$ cat src/rtl/dm_pkg.sv
// Shared definitions for the data-memory bus controller: funct3 size/sign
// encodings, FSM state encoding and the alignment check.
package dm_pkg;

  localparam logic [2:0] F3_B  = 3'b000;
  localparam logic [2:0] F3_H  = 3'b001;
  localparam logic [2:0] F3_W  = 3'b010;
  localparam logic [2:0] F3_BU = 3'b100;
  localparam logic [2:0] F3_HU = 3'b101;

  typedef enum logic [1:0] {
    IDLE = 2'd0,
    REQ  = 2'd1,
    RESP = 2'd2
  } dm_state_t;

  // Halves need an even address, words (and any unlisted code) a 4-aligned one.
  function automatic logic is_misaligned(input logic [2:0] f3, input logic [1:0] lo);
    case (f3)
      F3_B, F3_BU: is_misaligned = 1'b0;
      F3_H, F3_HU: is_misaligned = lo[0];
      default:     is_misaligned = (lo != 2'b00);
    endcase
  endfunction

endpackage

$ cat src/rtl/dm_lane_align.sv
// Byte-lane alignment: store strobes and data replication, load byte/half
// select with sign or zero extension. Purely combinational.
module dm_lane_align
  import dm_pkg::*;
(
  input  logic [2:0]  i_funct3,
  input  logic [1:0]  i_addr_lo,
  input  logic [31:0] i_wdata,
  input  logic [31:0] i_rword,
  output logic [3:0]  o_wstrb,
  output logic [31:0] o_wdata,
  output logic [31:0] o_rdata
);

  logic [7:0]  w_byte;
  logic [15:0] w_half;

  // Pick the addressed byte and half out of the read word.
  always_comb begin
    case (i_addr_lo)
      2'd0:    w_byte = i_rword[7:0];
      2'd1:    w_byte = i_rword[15:8];
      2'd2:    w_byte = i_rword[23:16];
      default: w_byte = i_rword[31:24];
    endcase
    w_half = i_addr_lo[1] ? i_rword[31:16] : i_rword[15:0];
  end

  // Store strobes/replication and load extension by access size.
  always_comb begin
    // NOTE: every output gets a default first, so no path can leave one unassigned and infer a latch.
    o_wstrb = 4'b1111;
    o_wdata = i_wdata;
    o_rdata = i_rword;
    case (i_funct3)
      F3_B, F3_BU: begin
        o_wstrb = 4'b0001 << i_addr_lo;
        o_wdata = {4{i_wdata[7:0]}};
      end
      F3_H, F3_HU: begin
        o_wstrb = i_addr_lo[1] ? 4'b1100 : 4'b0011;
        o_wdata = {2{i_wdata[15:0]}};
      end
      default: ;
    endcase
    case (i_funct3)
      F3_B:    o_rdata = {{24{w_byte[7]}}, w_byte};
      F3_BU:   o_rdata = {24'h0, w_byte};
      F3_H:    o_rdata = {{16{w_half[15]}}, w_half};
      F3_HU:   o_rdata = {16'h0, w_half};
      default: ;
    endcase
  end

endmodule

$ cat src/rtl/dm_bus_ctrl.sv
// MA-stage data-memory access controller: one load/store at a time over a
// req/ready bus, ending with a one-cycle dm_ack to the hold unit.
// Optional build macro DM_TIMEOUT_EN: abort REQ with bus_err after
// TIMEOUT_CYCLES cycles without bus_ready.
module dm_bus_ctrl
  import dm_pkg::*;
#(
  parameter int ADDR_W         = 32,
  parameter int TIMEOUT_CYCLES = 255
) (
  input  logic              clk,
  input  logic              rst,
  input  logic              mem_rd,
  input  logic              mem_wr,
  input  logic [2:0]        funct3,
  input  logic [ADDR_W-1:0] addr,
  input  logic [31:0]       wdata,
  output logic [31:0]       rdata_out,
  output logic              dm_ack,
  output logic              misalign,
  output logic              bus_err,
  output logic              bus_req,
  output logic              bus_we,
  output logic [ADDR_W-1:0] bus_addr,
  output logic [3:0]        bus_wstrb,
  output logic [31:0]       bus_wdata,
  input  logic [31:0]       bus_rdata,
  input  logic              bus_ready
);

  dm_state_t         r_state;
  logic [ADDR_W-1:0] r_addr;
  logic [31:0]       r_wdata;
  logic [2:0]        r_funct3;
  logic              r_we;
  logic              r_bus_req;
  logic              r_dm_ack;
  logic              r_misalign;
  logic              r_bus_err;
  logic [31:0]       r_rdata;

  logic [3:0]        w_wstrb;
  logic [31:0]       w_wdata_rep;
  logic [31:0]       w_rdata_ext;
  logic              w_timeout;

  // Lane logic runs off the latched request, so bus outputs stay stable in REQ.
  dm_lane_align u_align (
    .i_funct3  (r_funct3),
    .i_addr_lo (r_addr[1:0]),
    .i_wdata   (r_wdata),
    .i_rword   (bus_rdata),
    .o_wstrb   (w_wstrb),
    .o_wdata   (w_wdata_rep),
    .o_rdata   (w_rdata_ext)
  );

`ifdef DM_TIMEOUT_EN
  localparam int CNT_W = $clog2(TIMEOUT_CYCLES + 1);
  logic [CNT_W-1:0] r_tmo_cnt;

  // Count REQ cycles without bus_ready; held at zero outside REQ so it starts clear.
  always_ff @(posedge clk or posedge rst) begin
    if (rst)                 r_tmo_cnt <= '0;
    else if (r_state != REQ) r_tmo_cnt <= '0;
    else if (!bus_ready)     r_tmo_cnt <= r_tmo_cnt + 1'b1;
  end

  assign w_timeout = (r_state == REQ) && !bus_ready &&
                     (r_tmo_cnt == CNT_W'(TIMEOUT_CYCLES - 1));
`else
  logic w_unused_timeout;
  assign w_unused_timeout = (TIMEOUT_CYCLES != 0);
  assign w_timeout        = 1'b0;
`endif

  // Transaction FSM with registered bus request and response outputs.
  always_ff @(posedge clk or posedge rst) begin
    // NOTE: non-blocking assignments so every register here samples pre-edge values.
    if (rst) begin
      r_state    <= IDLE;
      r_addr     <= '0;
      r_wdata    <= '0;
      r_funct3   <= '0;
      r_we       <= 1'b0;
      r_bus_req  <= 1'b0;
      r_dm_ack   <= 1'b0;
      r_misalign <= 1'b0;
      r_bus_err  <= 1'b0;
      r_rdata    <= '0;
    end else begin
      r_dm_ack   <= 1'b0;
      r_misalign <= 1'b0;
      r_bus_err  <= 1'b0;
      r_rdata    <= '0;
      case (r_state)
        IDLE: begin
          if (mem_rd || mem_wr) begin
            if (is_misaligned(funct3, addr[1:0])) begin
              r_state    <= RESP;
              r_dm_ack   <= 1'b1;
              r_misalign <= 1'b1;
            end else begin
              r_state   <= REQ;
              r_addr    <= addr;
              r_wdata   <= wdata;
              r_funct3  <= funct3;
              r_we      <= mem_wr;
              r_bus_req <= 1'b1;
            end
          end
        end
        REQ: begin
          if (bus_ready) begin
            r_state   <= RESP;
            r_bus_req <= 1'b0;
            r_dm_ack  <= 1'b1;
            r_rdata   <= r_we ? 32'h0 : w_rdata_ext;
          end else if (w_timeout) begin
            r_state   <= RESP;
            r_bus_req <= 1'b0;
            r_dm_ack  <= 1'b1;
            r_bus_err <= 1'b1;
          end
        end
        RESP:    r_state <= IDLE;
        default: r_state <= IDLE;
      endcase
    end
  end

  assign dm_ack    = r_dm_ack;
  assign misalign  = r_misalign;
  assign bus_err   = r_bus_err;
  assign rdata_out = r_rdata;
  assign bus_req   = r_bus_req;
  assign bus_we    = r_we;
  assign bus_addr  = {r_addr[ADDR_W-1:2], 2'b00};
  assign bus_wstrb = r_we ? w_wstrb : 4'b0000;
  assign bus_wdata = w_wdata_rep;

endmodule

$ cat config.mk
export PLATFORM = sky130hd
export DESIGN_NAME = dm_bus_ctrl
export DESIGN_NICKNAME = d
export VERILOG_FILES = /design/src/rtl/dm_pkg.sv /design/src/rtl/dm_lane_align.sv /design/src/rtl/dm_bus_ctrl.sv
export SDC_FILE = /design/constraint.sdc
export NUM_CORES = 1
export LEC_CHECK = 0
export CAP_MARGIN = 20
export CORE_ASPECT_RATIO = 1.4
export CORE_MARGIN = 1
export CORE_UTILIZATION = 30
export CTS_BUF_LIST = sky130_fd_sc_hd__clkbuf_16
export CTS_CLUSTER_DIAMETER = 40
export DETAILED_ROUTE_END_ITERATION = 8
export GPL_ROUTABILITY_DRIVEN = 0
export HOLD_SLACK_MARGIN = 0.12
export PLACE_DENSITY_LB_ADDON = 0.15
export SYNTH_ARGS = -nofsm -noshare
export SYNTH_HDL_FRONTEND = slang
export SYNTH_SLANG_ARGS = --single-unit
$ cat constraint.sdc
create_clock -name clk -period 8.1 [get_ports clk]
set_input_delay 1.62 -clock clk [delete_from_list [all_inputs] [get_ports clk]]
set_output_delay 1.62 -clock clk [all_outputs]
set_load 0.01 [all_outputs]
==> results of run 1 <==
==> kinds of logic (layout without fill, tap and decap cells) <==
logic type,after synthesis,count (layout),share of synthesized area (%)
other,1,3,0.0715
flip-flops,105,105,50.1
buffers and inverters,71,228,9.31
AND/OR/NAND/NOR,74,74,6.68
multiplexers,94,94,24.7
AO/OA/AOI/OAI,76,76,9.07
==> path summary, 6_finish.rpt <==
kind	end
hold / removal	bus_req
min in group asynchronous	r_wdata[18]
max in group asynchronous	r_wdata[15]
setup reg to reg	rdata_out[18]
hold reg to reg	bus_req
setup / recovery	bus_wstrb[0]
==> through the flow <==
| stage | utilization (%) | instance area (µm²) |
|---|---|---|
| 6_report | 43.9 | 7450 |
| 5_1_grt | 43.9 | 7450 |
| 4_1_cts | 43.9 | 7450 |
| 3_5_place_dp | 42.2 | 7160 |
| 3_3_place_gp | 42.2 | 7160 |
| 2_1_floorplan | - | 5250 |
==> power by group <==
group	internal, mW	switching, mW
registers	0.725	0.179
logic	0.878	0.550
clock network	0.237	0.193
total	1.84	0.923
==> state kept, by name (all words and copies together), names as in the netlist <==
signal     flops
r_addr        32
r_wdata       32
rdata_out     32
r_funct3       3
r_state        2
bus_req        1
bus_we         1
dm_ack         1
misalign       1
==> cells in the final DEF, fill, tap and decap left out, drive strengths merged <==
| cell type | count |
|---|---|
| a21oi | 19 |
| clkinv | 1 |
| a221o | 1 |
| clkdlybuf4s50 | 205 |
| clkinvlp | 2 |
| nand4bb | 1 |
| nor3b | 1 |
| nor2b | 8 |
| and2b | 1 |
| buf | 4 |
| o21ai | 24 |
| conb | 3 |
| inv | 6 |
| bufinv | 1 |
| and2 | 2 |
| clkbuf | 9 |
| o22ai | 7 |
| a21o | 8 |
| dfrtp | 105 |
| nand3b | 1 |
| or3b | 1 |
| a221oi | 6 |
| nand2b | 6 |
| mux2 | 84 |
| or3 | 1 |
| nor3 | 1 |
| o21a | 1 |
| a21boi | 1 |
| a22oi | 7 |
| a32o | 1 |
| nor2 | 7 |
| mux2i | 10 |
| nand2 | 44 |
| a31oi | 1 |
==> layout make-up <==
type,count,share of cell area (%)
tap,232,3.90
clock inverter,5,0.773
timing repair buffer,209,28.0
multi-input combinational,247,28.8
clock buffer,9,3.02
inverter,5,0.286
sequential,105,35.3
==> layer usage <==
metal | GRT usage, % | wire length (µm) | vias up
met4 | 5.58 | 212 | 0
met3 | 3.96 | 938 | 12
li1 | - | - | 1723
met1 | 18.5 | 5570 | 1768
met2 | 27.2 | 7040 | 135
met5 | 0 | 0 | -
==> worst min-delay path: cells and delay by family, from the launching register on <==
family | cells | cell delay (ns)
and+or+nand+nor | 2 | 0.10
DFF | 1 | 0.35
==> results.json, run 1 <==
{
  "cts-resized-gates": 0,
  "finalHoldWorstSlack_ns": 0.483,
  "grt_pass1_vias": 3829,
  "cts_buffers": 9,
  "synthesis.area_um2": 5240,
  "insertion_delay_ns": 0.34,
  "layout-drive-gt1-share_pct": 18.4,
  "pre_cts_ws_ns": 3.98,
  "vias": 3638,
  "via_per_inst": 4.48,
  "cp_slowest_stage_delay_ns": 1.00,
  "dp.cells": 798,
  "rsz0062_at_grt": "no",
  "portBuffers": 205,
  "final-hold-violation-count": 0,
  "slew-limit-headroom_pct": 33.2,
  "worst_setup_path_start_kind": "flop",
  "grt_pass1_wl_mm": 21.3,
  "reg2reg_from": "r_addr[1]",
  "power_mw": 2.76,
  "routed_wl_mm": 13.8,
  "r2r_cells": 4,
  "min_period_ns": 3.98,
  "post_synth_num_cell_types": 38,
  "synth.area.top_cells": "dfrtp_1 (50%), mux2_4 (19%), buf_4 (5.9%)",
  "cts.sinks": 105,
  "cp.required_ns": 6.48,
  "drc": 0,
  "regArea_um2": 2630,
  "fill_cells": 1626,
  "multi_input_area_um2": 2140,
  "worst_hold_path_type": "flop to flop",
  "grt-ovfl-total": 0,
  "setup_violations": 0,
  "cts_setup_buffers": 0,
  "ir_worst_vdd_v": 0.000256,
  "synth_edf_count": 0,
  "fin_cells": 812,
  "core_area_um2": 17000,
  "ios": 209,
  "report.final.slew_viol_count": 0,
  "drt_iter0_markers": 120,
  "crit_start": "r_addr[1]",
  "cts-root-buf": "clkbuf_16",
  "power_density_nw_per_um2": 371,
  "worstPathMaxFanout": 30,
  "critPathTopFamily": "flip-flops",
  "critPathArrivalTime_ns": 2.36,
  "synth.avg_cell_area_um2": 12.5,
  "die_w_um": 114,
  "min_from": "bus_req",
  "synthArstFlopShare_pct": 100,
  "p_leak_nw": 3.40,
  "hold_buffers": 0,
  "wl_per_cell_um": 16.9,
  "yosys-top-cells-count": "dfrtp_1 (105), mux2_4 (67), nand2_1 (44)",
  "path_buf_inv": 2,
  "ff2ff_setup_slack_ns": 5.68,
  "yosysTopAreaCell": "dfrtp_1",
  "synth_flop_cell": "dfrtp_1",
  "grtUsageTotal_pct": 15.6,
  "rows": 56,
  "cp_slowest_cell": "dfrtp_1",
  "cts_tree": "built",
  "cts_buffer_depth": 2,
  "fp.dieH_um": 158,
  "htree_levels": 3,
  "cp_cell_sequence": "inv_1 > a21o_1 > and2_1 > clkdlybuf4s50_1",
  "ant_nets": 0,
  "clkTransAtPathRegs_ns": 0.07,
  "critical_path_depth": 4,
  "status": "finished, final reports clean",
  "layout.nets": 681,
  "yosysSeqAreaShare_pct": 50.1,
  "dr.pass1.iters": 4,
  "drv_cap": 0,
  "worst_slew_pin_slew_ns": 1.00,
  "dpl.hpwl_mm": 10.2,
  "synth-seq-cells": 105,
  "fin_skew_ns": 0.00712,
  "whs_path_depth": 2,
  "fmax_mhz": 251,
  "synth.top_cell.area_share_pct": 50.1,
  "critical_path_class": "flop to primary output",
  "initial_core_util_pct": 30.9,
  "syn2layout_area_growth_pct": 42.0,
  "num_antenna_cells": 0,
  "grt_max_degree": 60,
  "fp.dieArea_um2": 18000,
  "synth_warnings": 0,
  "synth_most_common_cell": "dfrtp_1",
  "finalSetupTns_ns": 0,
  "antenna_found_initial": 0,
  "fin_crit_sh_pct": 49.1,
  "netlist_instances": 421,
  "crit_path_end_kind": "primary output",
  "worst_slack_ns": 4.12
}
(Power assumes the default switching activity.)
==> run 2: changes to the inputs <==
==> constraint.sdc (replaced) <==
create_clock -name clk -period 3.6 [get_ports clk]
set_input_delay 0.72 -clock clk [delete_from_list [all_inputs] [get_ports clk]]
set_output_delay 0.72 -clock clk [all_outputs]
set_load 0.01 [all_outputs]
==> results.json, run 2 (synthesis results as in run 1) <==
{
  "grt_max_degree": 55,
  "cts-resized-gates": 0,
  "crit_path_end_kind": "primary output",
  "htree_levels": 3,
  "utilization_pct": 44.2,
  "dpl.hpwl_mm": 10.5,
  "insertion_delay_ns": 0.34,
  "syn2layout_area_growth_pct": 42.9,
  "combPwrFrac_pct": 52.0,
  "fp.dieH_um": 158,
  "dr.pass1.iters": 4,
  "cts_setup_buffers": 0,
  "rows": 56,
  "clkPwrFrac_pct": 15.6,
  "cts_buffers": 9,
  "ant_nets": 0,
  "drv_cap": 0,
  "cts_tree": "built",
  "ir_worst_vdd_v": 0.000539,
  "grt_pass1_wl_mm": 21.4,
  "wl_per_cell_um": 17.1,
  "min_period_ns": 3.04,
  "power_density_nw_per_um2": 834,
  "seqPwrFrac_pct": 32.4,
  "fin_crit_sh_pct": 84.6,
  "die_w_um": 114,
  "worst_setup_path_start_kind": "flop",
  "setup_violations": 0,
  "fp.dieArea_um2": 18000,
  "num_antenna_cells": 0,
  "cts-root-buf": "clkbuf_16",
  "critical_path_class": "flop to primary output",
  "p_int_mw": 4.16,
  "critPathArrivalTime_ns": 2.32,
  "finalSetupTns_ns": 0,
  "final_cell_mix": "clkdlybuf4s50_1 (205), dfrtp_1 (105), mux2_4 (67), nand2_1 (44), o21ai_0 (21)",
  "placed_cell_area_um2": 7210,
  "p_sw_share_pct": 33.5,
  "p_leak_nw": 3.42,
  "report.final.slew_viol_count": 0,
  "clkTransAtPathRegs_ns": 0.08,
  "via_per_inst": 4.48,
  "fin_skew_ns": 0.0139,
  "cts.sinks": 105,
  "cts_buffer_depth": 2,
  "hold_buffers": 0,
  "worstPathMaxFanout": 17,
  "routed_wl_mm": 14.0,
  "fin_cells": 815,
  "mostFrequentLayoutCell": "clkdlybuf4s50_1",
  "status": "finished, final reports clean",
  "rsz0062_at_grt": "no",
  "layout.nets": 684,
  "portBuffers": 205,
  "dp.cells": 801,
  "grt-ovfl-total": 0,
  "ios": 209,
  "fill_cells": 1624,
  "core_area_um2": 17000,
  "final-hold-violation-count": 0,
  "layout-drive-gt1-share_pct": 18.9,
  "vias": 3652,
  "drt_iter0_markers": 160,
  "pre_cts_ws_ns": 0.750,
  "grtUsageTotal_pct": 15.7,
  "cp.required_ns": 2.88,
  "worst_hold_path_type": "flop to flop",
  "drc": 0,
  "fmax_mhz": 329,
  "final_area_um2": 7490,
  "grt_pass1_vias": 3872,
  "slew-limit-headroom_pct": 53.3,
  "worst_slack_ns": 0.556,
  "p_switching_mw": 2.09,
  "worst_slew_pin_slew_ns": 0.700,
  "initial_core_util_pct": 30.9,
  "antenna_found_initial": 0,
  "ff2ff_setup_slack_ns": 1.49
}
[run 2: cell count changes in the layout (fill, tap and decap cells not counted)]
cell    previous run  this run
buf_12             0         2
buf_4              4         5
[run 2: path summary, 6_finish.rpt]
path                             start       endpoint  cells after the start
min in group asynchronous          rst    r_wdata[19]                      2
setup reg to reg             r_addr[1]  rdata_out[18]                      4
setup / recovery           r_funct3[0]   bus_wstrb[0]                      4
max in group asynchronous          rst     r_wdata[9]                      4
hold reg to reg                bus_req        bus_req                      2
hold / removal                 bus_req        bus_req                      2
[run 2: worst max-delay path, stage by stage, from the launching register on]
cell and delay, ns:
dfrtp_1 0.67, nand2b_1 0.43, a21o_1 0.20, and2_1 0.12
clkdlybuf4s50_1 0.56
[run 2: layout make-up]
type | count | area (µm²) | share of cell area [%]
Clock buffer | 9 | 225 | 3.01
Multi-Input combinational cell | 247 | 2140 | 28.6
Sequential cell | 105 | 2630 | 35.1
Inverter | 5 | 21.3 | 0.284
Clock inverter | 5 | 57.6 | 0.768
Timing Repair Buffer | 212 | 2130 | 28.4
Tap cell | 232 | 290 | 3.87
[run 2: power groups by stage]
stage / clock (mW) / sequential [mW] / combinational [mW]
after global routing: 1.06 / 2.09 / 3.48
final: 0.977 / 2.03 / 3.25
after global placement: 0 / 2.04 / 3.25
after floorplan: 0 / 1.90 / 2.20
after detailed placement: 0 / 2.04 / 3.29
after CTS: 1.00 / 2.03 / 3.30
[run 2: metrics by stage]
| step | hold WS, ns | power, mW |
|---|---|---|
| 3_5_place_dp | 0.482 | 5.33 |
| 5_1_grt | 0.525 | 6.63 |
| 6_report | 0.498 | 6.25 |
| 2_1_floorplan | 0.476 | 4.09 |
| 3_3_place_gp | 0.473 | 5.29 |
| 4_1_cts | 0.503 | 6.33 |
[run 2: per-layer routing]
| layer | share of wire (%) | GRT usage, % | wire length [µm] | vias up |
|---|---|---|---|---|
| met3 | 6.0 | 3.43 | 843 | 18 |
| met1 | 41 | 18.8 | 5680 | 1773 |
| met5 | 0 | 0 | 0 | - |
| met4 | 2.4 | 6.89 | 342 | 0 |
| met2 | 51 | 27.1 | 7110 | 131 |
| li1 | - | - | - | 1730 |
